===== config.mk =====
export PLATFORM = sky130hd
export DESIGN_NAME = iic_mem_arbiter_flat
export DESIGN_NICKNAME = d
export VERILOG_FILES = /design/src/rtl/iic_arb_pkg.sv /design/src/rtl/iic_mem_arbiter_if.sv /design/src/rtl/iic_mem_arbiter_rr_pick.sv /design/src/rtl/iic_mem_arbiter.sv /design/src/flat_wrapper.sv
export SDC_FILE = /design/constraint.sdc
export NUM_CORES = 1
export LEC_CHECK = 0
export BUFFER_PORTS_ARGS = -buffer_cell sky130_fd_sc_hd__clkbuf_2
export CORE_ASPECT_RATIO = 0.6
export CORE_MARGIN = 1.5
export CORE_UTILIZATION = 30
export DETAILED_ROUTE_END_ITERATION = 10
export SKIP_LAST_GASP = 1
export SYNTH_ARGS = -nofsm -noshare
export SYNTH_HDL_FRONTEND = slang
export SYNTH_SLANG_ARGS = --single-unit
export TNS_END_PERCENT = 100

===== constraint.sdc =====
create_clock -name clk -period 3.2 [get_ports clk]
set_clock_uncertainty 0.2 [all_clocks]
set_input_delay 0.64 -clock clk [delete_from_list [all_inputs] [get_ports clk]]
set_output_delay 0.64 -clock clk [all_outputs]
set_load 0.03 [all_outputs]

===== src/rtl/iic_arb_pkg.sv =====
// Shared types for the IIC/local memory arbiter: lock FSM states, read-return tag, index width.
package iic_arb_pkg;

    typedef enum logic {UNLOCKED, LOCKED} lock_state_e;

    // Wide enough for up to 8 local requesters.
    localparam int unsigned TAG_IDX_W = 3;

    typedef struct packed {
        logic                 valid;
        logic                 is_local;
        logic [TAG_IDX_W-1:0] idx;
    } rd_tag_t;

    function automatic int unsigned idx_w(input int unsigned n);
        return (n > 1) ? $clog2(n) : 1;
    endfunction

endpackage


===== src/rtl/iic_mem_arbiter_if.sv =====
// Bus bundle for the arbiter: IIC master port, local requesters, memory port and lock status.
interface iic_mem_arbiter_if
    import iic_arb_pkg::*;
#(
    parameter int unsigned AW        = 8,
    parameter int unsigned DW        = 8,
    parameter int unsigned NUM_LOCAL = 2
);
    localparam int unsigned IdxW = idx_w(NUM_LOCAL);

    logic [AW-1:0]           a_address;
    logic [DW-1:0]           a_writedata;
    logic                    a_write;
    logic                    a_read;
    logic [DW-1:0]           a_readdata;

    logic [NUM_LOCAL-1:0]    l_req;
    logic [NUM_LOCAL-1:0]    l_we;
    logic [NUM_LOCAL-1:0]    l_lock;
    logic [NUM_LOCAL*AW-1:0] l_addr;
    logic [NUM_LOCAL*DW-1:0] l_wdata;
    logic [NUM_LOCAL-1:0]    l_gnt;
    logic [NUM_LOCAL-1:0]    l_rvalid;
    logic [DW-1:0]           l_rdata;

    logic [AW-1:0]           mem_addr;
    logic [DW-1:0]           mem_wdata;
    logic                    mem_we;
    logic                    mem_re;
    logic [DW-1:0]           mem_rdata;

    logic                    locked;
    logic [IdxW-1:0]         lock_owner;

    modport slave (
        input  a_address, a_writedata, a_write, a_read,
        output a_readdata,
        input  l_req, l_we, l_lock, l_addr, l_wdata,
        output l_gnt, l_rvalid, l_rdata,
        output mem_addr, mem_wdata, mem_we, mem_re,
        input  mem_rdata,
        output locked, lock_owner
    );

    modport master (
        output a_address, a_writedata, a_write, a_read,
        input  a_readdata,
        output l_req, l_we, l_lock, l_addr, l_wdata,
        input  l_gnt, l_rvalid, l_rdata,
        input  mem_addr, mem_wdata, mem_we, mem_re,
        output mem_rdata,
        input  locked, lock_owner
    );

endinterface


===== src/rtl/iic_mem_arbiter_rr_pick.sv =====
// Combinational round-robin picker: first set request at or after i_start, wrapping.
module rr_pick #(
    parameter int unsigned N  = 2,
    parameter int unsigned IW = 1
) (
    input  logic [N-1:0]  i_req,
    input  logic [IW-1:0] i_start,
    output logic [N-1:0]  o_gnt,
    output logic [IW-1:0] o_idx,
    output logic          o_valid
);

    logic [IW:0] w_pos;

    always_comb begin
        o_gnt   = '0;
        o_idx   = '0;
        o_valid = 1'b0;
        w_pos   = '0;
        for (int unsigned k = 0; k < N; k++) begin
            w_pos = {1'b0, i_start} + (IW+1)'(k);
            if (w_pos >= (IW+1)'(N)) w_pos = w_pos - (IW+1)'(N);
            if (!o_valid && i_req[w_pos[IW-1:0]]) begin
                o_valid               = 1'b1;
                o_idx                 = w_pos[IW-1:0];
                o_gnt[w_pos[IW-1:0]]  = 1'b1;
            end
        end
    end

endmodule


===== src/rtl/iic_mem_arbiter.sv =====
// Single-port memory arbiter: IIC port has absolute priority, locals are round-robin with
// an optional exclusive lock for read-modify-write sequences.
module iic_mem_arbiter
    import iic_arb_pkg::*;
#(
    parameter int unsigned AW        = 8,
    parameter int unsigned DW        = 8,
    parameter int unsigned NUM_LOCAL = 2
) (
    input  logic               clk,
    input  logic               rst,
    iic_mem_arbiter_if.slave   bus
);

    localparam int unsigned IdxW = idx_w(NUM_LOCAL);

    lock_state_e          r_state;
    logic [IdxW-1:0]      r_owner;
    logic [IdxW-1:0]      r_rr_ptr;
    rd_tag_t              r_tag;
    logic [AW-1:0]        r_last_addr;
    logic [DW-1:0]        r_last_wdata;

    logic                 w_iic_act;
    logic [NUM_LOCAL-1:0] w_owner_mask;
    logic [NUM_LOCAL-1:0] w_elig;
    logic [NUM_LOCAL-1:0] w_pick_gnt;
    logic [IdxW-1:0]      w_pick_idx;
    logic [IdxW-1:0]      w_next_ptr;
    logic                 w_pick_any;
    logic                 w_lgrant;

    assign w_iic_act = bus.a_write | bus.a_read;

    always_comb begin
        w_owner_mask          = '0;
        w_owner_mask[r_owner] = 1'b1;
    end

    assign w_elig = (r_state == LOCKED) ? (bus.l_req & w_owner_mask) : bus.l_req;

    rr_pick #(
        .N  (NUM_LOCAL),
        .IW (IdxW)
    ) u_rr_pick (
        .i_req   (w_elig),
        .i_start (r_rr_ptr),
        .o_gnt   (w_pick_gnt),
        .o_idx   (w_pick_idx),
        .o_valid (w_pick_any)
    );

    // Locals only win cycles the IIC port leaves idle; a pre-empted requester simply retries.
    assign w_lgrant   = ~rst & ~w_iic_act & w_pick_any;
    assign w_next_ptr = (w_pick_idx == IdxW'(NUM_LOCAL - 1)) ? '0 : w_pick_idx + 1'b1;

    always_comb begin
        bus.l_gnt     = w_lgrant ? w_pick_gnt : '0;
        bus.mem_we    = 1'b0;
        bus.mem_re    = 1'b0;
        bus.mem_addr  = r_last_addr;
        bus.mem_wdata = r_last_wdata;
        if (!rst && w_iic_act) begin
            bus.mem_addr  = bus.a_address;
            bus.mem_wdata = bus.a_writedata;
            bus.mem_we    = bus.a_write;
            bus.mem_re    = bus.a_read & ~bus.a_write;
        end else if (w_lgrant) begin
            bus.mem_addr  = bus.l_addr[int'(w_pick_idx)*AW +: AW];
            bus.mem_wdata = bus.l_wdata[int'(w_pick_idx)*DW +: DW];
            bus.mem_we    = bus.l_we[w_pick_idx];
            bus.mem_re    = ~bus.l_we[w_pick_idx];
        end
    end

    always_comb begin
        bus.l_rvalid = '0;
        if (!rst && r_tag.valid && r_tag.is_local) bus.l_rvalid[r_tag.idx[IdxW-1:0]] = 1'b1;
    end

    // Memory has 1-cycle read latency, matching the IIC slave's sampling point.
    assign bus.l_rdata    = bus.mem_rdata;
    assign bus.a_readdata = bus.mem_rdata;
    assign bus.locked     = (r_state == LOCKED);
    assign bus.lock_owner = r_owner;

    always_ff @(posedge clk) begin
        if (rst) begin
            r_rr_ptr     <= '0;
            r_tag        <= '0;
            r_last_addr  <= '0;
            r_last_wdata <= '0;
        end else begin
            r_tag.valid    <= bus.mem_re;
            r_tag.is_local <= w_lgrant;
            r_tag.idx      <= TAG_IDX_W'(w_pick_idx);
            if (w_lgrant) r_rr_ptr <= w_next_ptr;
            if (bus.mem_we || bus.mem_re) begin
                r_last_addr  <= bus.mem_addr;
                r_last_wdata <= bus.mem_wdata;
            end
        end
    end

    always_ff @(posedge clk) begin
        if (rst) begin
            r_state <= UNLOCKED;
            r_owner <= '0;
        end else begin
            case (r_state)
                UNLOCKED: begin
                    if (w_lgrant && bus.l_lock[w_pick_idx]) begin
                        r_state <= LOCKED;
                        r_owner <= w_pick_idx;
                    end
                end
                LOCKED: begin
                    if (!bus.l_lock[r_owner]) r_state <= UNLOCKED;
                end
                default: r_state <= UNLOCKED;
            endcase
        end
    end

endmodule


===== src/flat_wrapper.sv =====
// flat-port wrapper written by rule: the top's interface ports become plain ports
module iic_mem_arbiter_flat import iic_arb_pkg::*;
#(
    parameter int unsigned AW        = 8,
    parameter int unsigned DW        = 8,
    parameter int unsigned NUM_LOCAL = 2
)
  (clk, rst, bus_a_address, bus_a_writedata, bus_a_write, bus_a_read, bus_a_readdata, bus_l_req, bus_l_we, bus_l_lock, bus_l_addr, bus_l_wdata, bus_l_gnt, bus_l_rvalid, bus_l_rdata, bus_mem_addr, bus_mem_wdata, bus_mem_we, bus_mem_re, bus_mem_rdata, bus_locked, bus_lock_owner);
  iic_mem_arbiter_if #(.AW(AW), .DW(DW), .NUM_LOCAL(NUM_LOCAL)) bus_i ();
  input  logic clk;
  input  logic rst;
  input wire logic [$bits(bus_i.a_address)-1:0] bus_a_address;
  input wire logic [$bits(bus_i.a_writedata)-1:0] bus_a_writedata;
  input wire logic [$bits(bus_i.a_write)-1:0] bus_a_write;
  input wire logic [$bits(bus_i.a_read)-1:0] bus_a_read;
  output wire logic [$bits(bus_i.a_readdata)-1:0] bus_a_readdata;
  input wire logic [$bits(bus_i.l_req)-1:0] bus_l_req;
  input wire logic [$bits(bus_i.l_we)-1:0] bus_l_we;
  input wire logic [$bits(bus_i.l_lock)-1:0] bus_l_lock;
  input wire logic [$bits(bus_i.l_addr)-1:0] bus_l_addr;
  input wire logic [$bits(bus_i.l_wdata)-1:0] bus_l_wdata;
  output wire logic [$bits(bus_i.l_gnt)-1:0] bus_l_gnt;
  output wire logic [$bits(bus_i.l_rvalid)-1:0] bus_l_rvalid;
  output wire logic [$bits(bus_i.l_rdata)-1:0] bus_l_rdata;
  output wire logic [$bits(bus_i.mem_addr)-1:0] bus_mem_addr;
  output wire logic [$bits(bus_i.mem_wdata)-1:0] bus_mem_wdata;
  output wire logic [$bits(bus_i.mem_we)-1:0] bus_mem_we;
  output wire logic [$bits(bus_i.mem_re)-1:0] bus_mem_re;
  input wire logic [$bits(bus_i.mem_rdata)-1:0] bus_mem_rdata;
  output wire logic [$bits(bus_i.locked)-1:0] bus_locked;
  output wire logic [$bits(bus_i.lock_owner)-1:0] bus_lock_owner;
  assign bus_i.a_address = bus_a_address;
  assign bus_i.a_writedata = bus_a_writedata;
  assign bus_i.a_write = bus_a_write;
  assign bus_i.a_read = bus_a_read;
  assign bus_a_readdata = bus_i.a_readdata;
  assign bus_i.l_req = bus_l_req;
  assign bus_i.l_we = bus_l_we;
  assign bus_i.l_lock = bus_l_lock;
  assign bus_i.l_addr = bus_l_addr;
  assign bus_i.l_wdata = bus_l_wdata;
  assign bus_l_gnt = bus_i.l_gnt;
  assign bus_l_rvalid = bus_i.l_rvalid;
  assign bus_l_rdata = bus_i.l_rdata;
  assign bus_mem_addr = bus_i.mem_addr;
  assign bus_mem_wdata = bus_i.mem_wdata;
  assign bus_mem_we = bus_i.mem_we;
  assign bus_mem_re = bus_i.mem_re;
  assign bus_i.mem_rdata = bus_mem_rdata;
  assign bus_locked = bus_i.locked;
  assign bus_lock_owner = bus_i.lock_owner;
  iic_mem_arbiter #(.AW(AW), .DW(DW), .NUM_LOCAL(NUM_LOCAL)) u_core (.clk(clk), .rst(rst), .bus(bus_i));
endmodule

==> run summary <==
Run status
- finished, final reports clean — status

Clock tree
- yes — TritonCTS clock tree
- clkbuf_8 — master cell of the clock root buffer
- 0.08 ns — Clk pin slew, worst setup/hold paths
- 2 — maximum buffer depth of the clock tree
- 0.26 ns — clock network latency to the later pin of the worst-skew pair
- 1 — Max H-tree Level
- 0 — CTS hold repair buffers
- 3 — CTS buffer count
- 22 — number of clock sinks

Yosys
- 202 — number of instances in the synthesized netlist
- dfxtp_1, mux2i_1, a21oi_1, and2_1, buf_4 — top cells by instance count after synthesis
- dfxtp_1 — dominant cell type by area after synthesis
- 0 — EDFF count, synth
- 0 — Post-synth ARST share
- dfxtp_1, mux2i_1, o221a_2, buf_4, o32ai_1 — largest cells by area after synthesis
- 1670 µm² — total standard cell area after synthesis
- 0.263 — part of the Yosys area used for sequential elements
- 8.28 µm² — Synth Area per Inst
- 0.263 — fraction of post-synthesis cell area in the top cell type by area
- 26 — count of unique library cells instantiated by Yosys
- dfxtp_1 — leading register cell type out of synthesis
- 22 — Yosys reg bits
- dfxtp_1 — top-count cell post-synth
- 268 — net count of the mapped netlist
- 0 — Ys Warns

STA
- 0.801 — Max transition margin
- 2.96 ns — Min Clock Period, post-route
- 0 — setup-violating endpoint count in the final report
- 0.298 ns — worst hold slack after final layout
- 0 ns — Setup TNS
- 0.924 — share of the clock period used by the worst path after layout
- 0.296 ns — Worst-Margin Slew
- 0 — total count of hold-check failures in the final report
- 338 MHz — maximum achievable frequency
- no — unrepaired setup endpoints after global routing
- 0 — Final Slew Violations

Detailed routing
- 4680 µm — wire length after detailed routing
- 0 — number of remaining DRC errors
- 0 — number of nets with antenna violations after routing
- 76 — number of DRC markers after the initial detailed-route iteration
- 13.9 µm — post-detailed-route wirelength per cell
- 5.06 — via density per instance
- 4 — first-pass iteration count of the detailed router
- 1,705 — vias after detailed routing

Critical path
- 2.12 ns — Arr. time, crit path
- 2 — worst path bufs/invs
- dfxtp_1 — critical path's slowest cell
- simple AND/OR/NAND/NOR gates — Worst path top cell family by delay
- reg -> out — critical path type
- primary output — Crit. End Element
- nand2b_1 > a21oi_1 > o21bai_1 > nor2b_2 > buf_4 > o221a_2 > clkbuf_2 — crit-path cells
- 2.36 ns — data required time of the critical path
- flop — startpoint kind of the worst setup timing path
- 0.40 ns — biggest cell delay along the critical path
- 10 — Max Fanout on Critical Path

Die
- 106 — io pins
- 99.4 µm — Horiz. Die Dim
- 20 — floorplan row count
- 5200 µm² — Std-Cell Core Area
- 60.8 µm — height of the die
- 6040 µm² — die footprint
- 0.321 — starting utilization of the core area

Placed design
- 81 — number of port buffers
- 0.716 — placer's final routability congestion estimate
- 3690 µm — HPWL after DPL
- 2110 µm² — placement-stage cell area

Hold path
- reg -> reg — type of the most critical hold path

Flow run
- 0 — Maximum Capacitance Violations

GRT
- 25 — pin count of the biggest net entering global routing
- 0 — overflow left after global routing
- 0.157 — Global Route Usage Sum
- 0 — antenna violations before repair
- 1,506 — number of global-route vias before repair
- 7370 µm — global-route wire length before repair

Final layout
- 338 — NumNets Final
- 2170 µm² — post-route design area
- 0.450 — layout cells sized above 1
- 0 — number of antenna repair diodes
- 29.7% — relative area change from synthesis to final layout

Power
- 0.000185 V — peak ir drop on the vdd network
- 353 nW/µm² — PD cells
- 1.04 nW — leak pwr

## worst min-delay path: cells and delay by family, from the launching register on
kind	cells	cell delay [ns]
AND/OR/NAND/NOR	1	0.06
flip-flops	1	0.32
AO/OA/AOI/OAI	1	0.07
## worst paths after layout
check | from | end | slack, ns | depth (start not counted)
max | u_core.bus.lock_owner | bus_mem_addr[6] | 0.24 | 7
min | u_core.r_last_wdata[0] | u_core.r_last_wdata[0] | 0.30 | 2
max reg2reg | u_core.bus.locked | u_core.bus.lock_owner | 1.11 | 6
min reg2reg | u_core.r_last_wdata[0] | u_core.r_last_wdata[0] | 0.30 | 2
## area by class of cell
| class | count | area [µm²] |
|---|---|---|
| clock buffer | 4 | 55.1 |
| sequential | 22 | 440 |
| multi-input combinational | 143 | 1050 |
| fill | 559 | 3040 |
| tap | 66 | 82.6 |
| inverter | 5 | 18.8 |
| timing repair buffer | 97 | 526 |
## cells in the final DEF, fill, tap and decap left out
cell type / n
a21oi_1: 17
and2_1: 17
and3b_1: 1
buf_4: 16
clkbuf_2: 81
clkbuf_8: 4
dfxtp_1: 22
inv_1: 5
mux2_2: 2
mux2i_1: 19
nand2_1: 16
nand2b_1: 15
nand3b_1: 3
nor2_1: 7
nor2b_1: 1
nor2b_2: 1
nor3_1: 3
nor3_2: 2
nor3b_1: 1
o21bai_1: 1
o221a_2: 14
o221ai_1: 2
o311ai_4: 1
o31ai_1: 3
o32ai_1: 13
or2_2: 1
or3_1: 1
or4_1: 2
## cell families after synthesis
logic type,share of synthesized area
AOI/OAI and AO/OA,0.252
buffers and inverters,0.124
and+or+nand+nor,0.234
muxes,0.127
DFF,0.263
## what timing repair did
item	4_1_cts	5_1_grt
resized for setup	0	1
endpoints found under the setup margin	0	10
setup buffers	0	0
## metal layers
metal / GRT usage / vias up / share of wire
met1: 0.206 / 787 / 0.50
met2: 0.260 / 53 / 0.42
met3: 0.0495 / 4 / 0.069
met4: 0.0282 / 0 / 0.0053
li1: - / 861 / -
met5: 0 / - / 0
## where the power goes
group	switching (mW)	internal, mW	leakage (nW)	total (mW)
clock network	0.0842	0.109	0.0288	0.194
logic	0.149	0.118	0.828	0.267
registers	0.0110	0.293	0.182	0.304
total	0.245	0.520	1.04	0.765
## per-stage QoR
step | setup slack, ns | cells | total power [mW] | util
after CTS | 0.0721 | 337 | 0.775 | 0.416
final | 0.243 | 337 | 0.765 | 0.417
after floorplan | 0.0869 | 202 | 0.517 | -
after global placement | 0.125 | 333 | 0.576 | 0.406
after global routing | 0.0539 | 337 | 0.816 | 0.417
after detailed placement | 0.0943 | 333 | 0.580 | 0.406
## sequential cells by signal, summed over array words and instances, names as in the netlist
name                   count
u_core.r_tag               3
u_core.bus.lock_owner      1
u_core.r_last_addr         8
u_core.bus.locked          1
u_core.r_last_wdata        8
u_core.r_rr_ptr            1
Note: power is estimated with default switching activity, not from simulation.
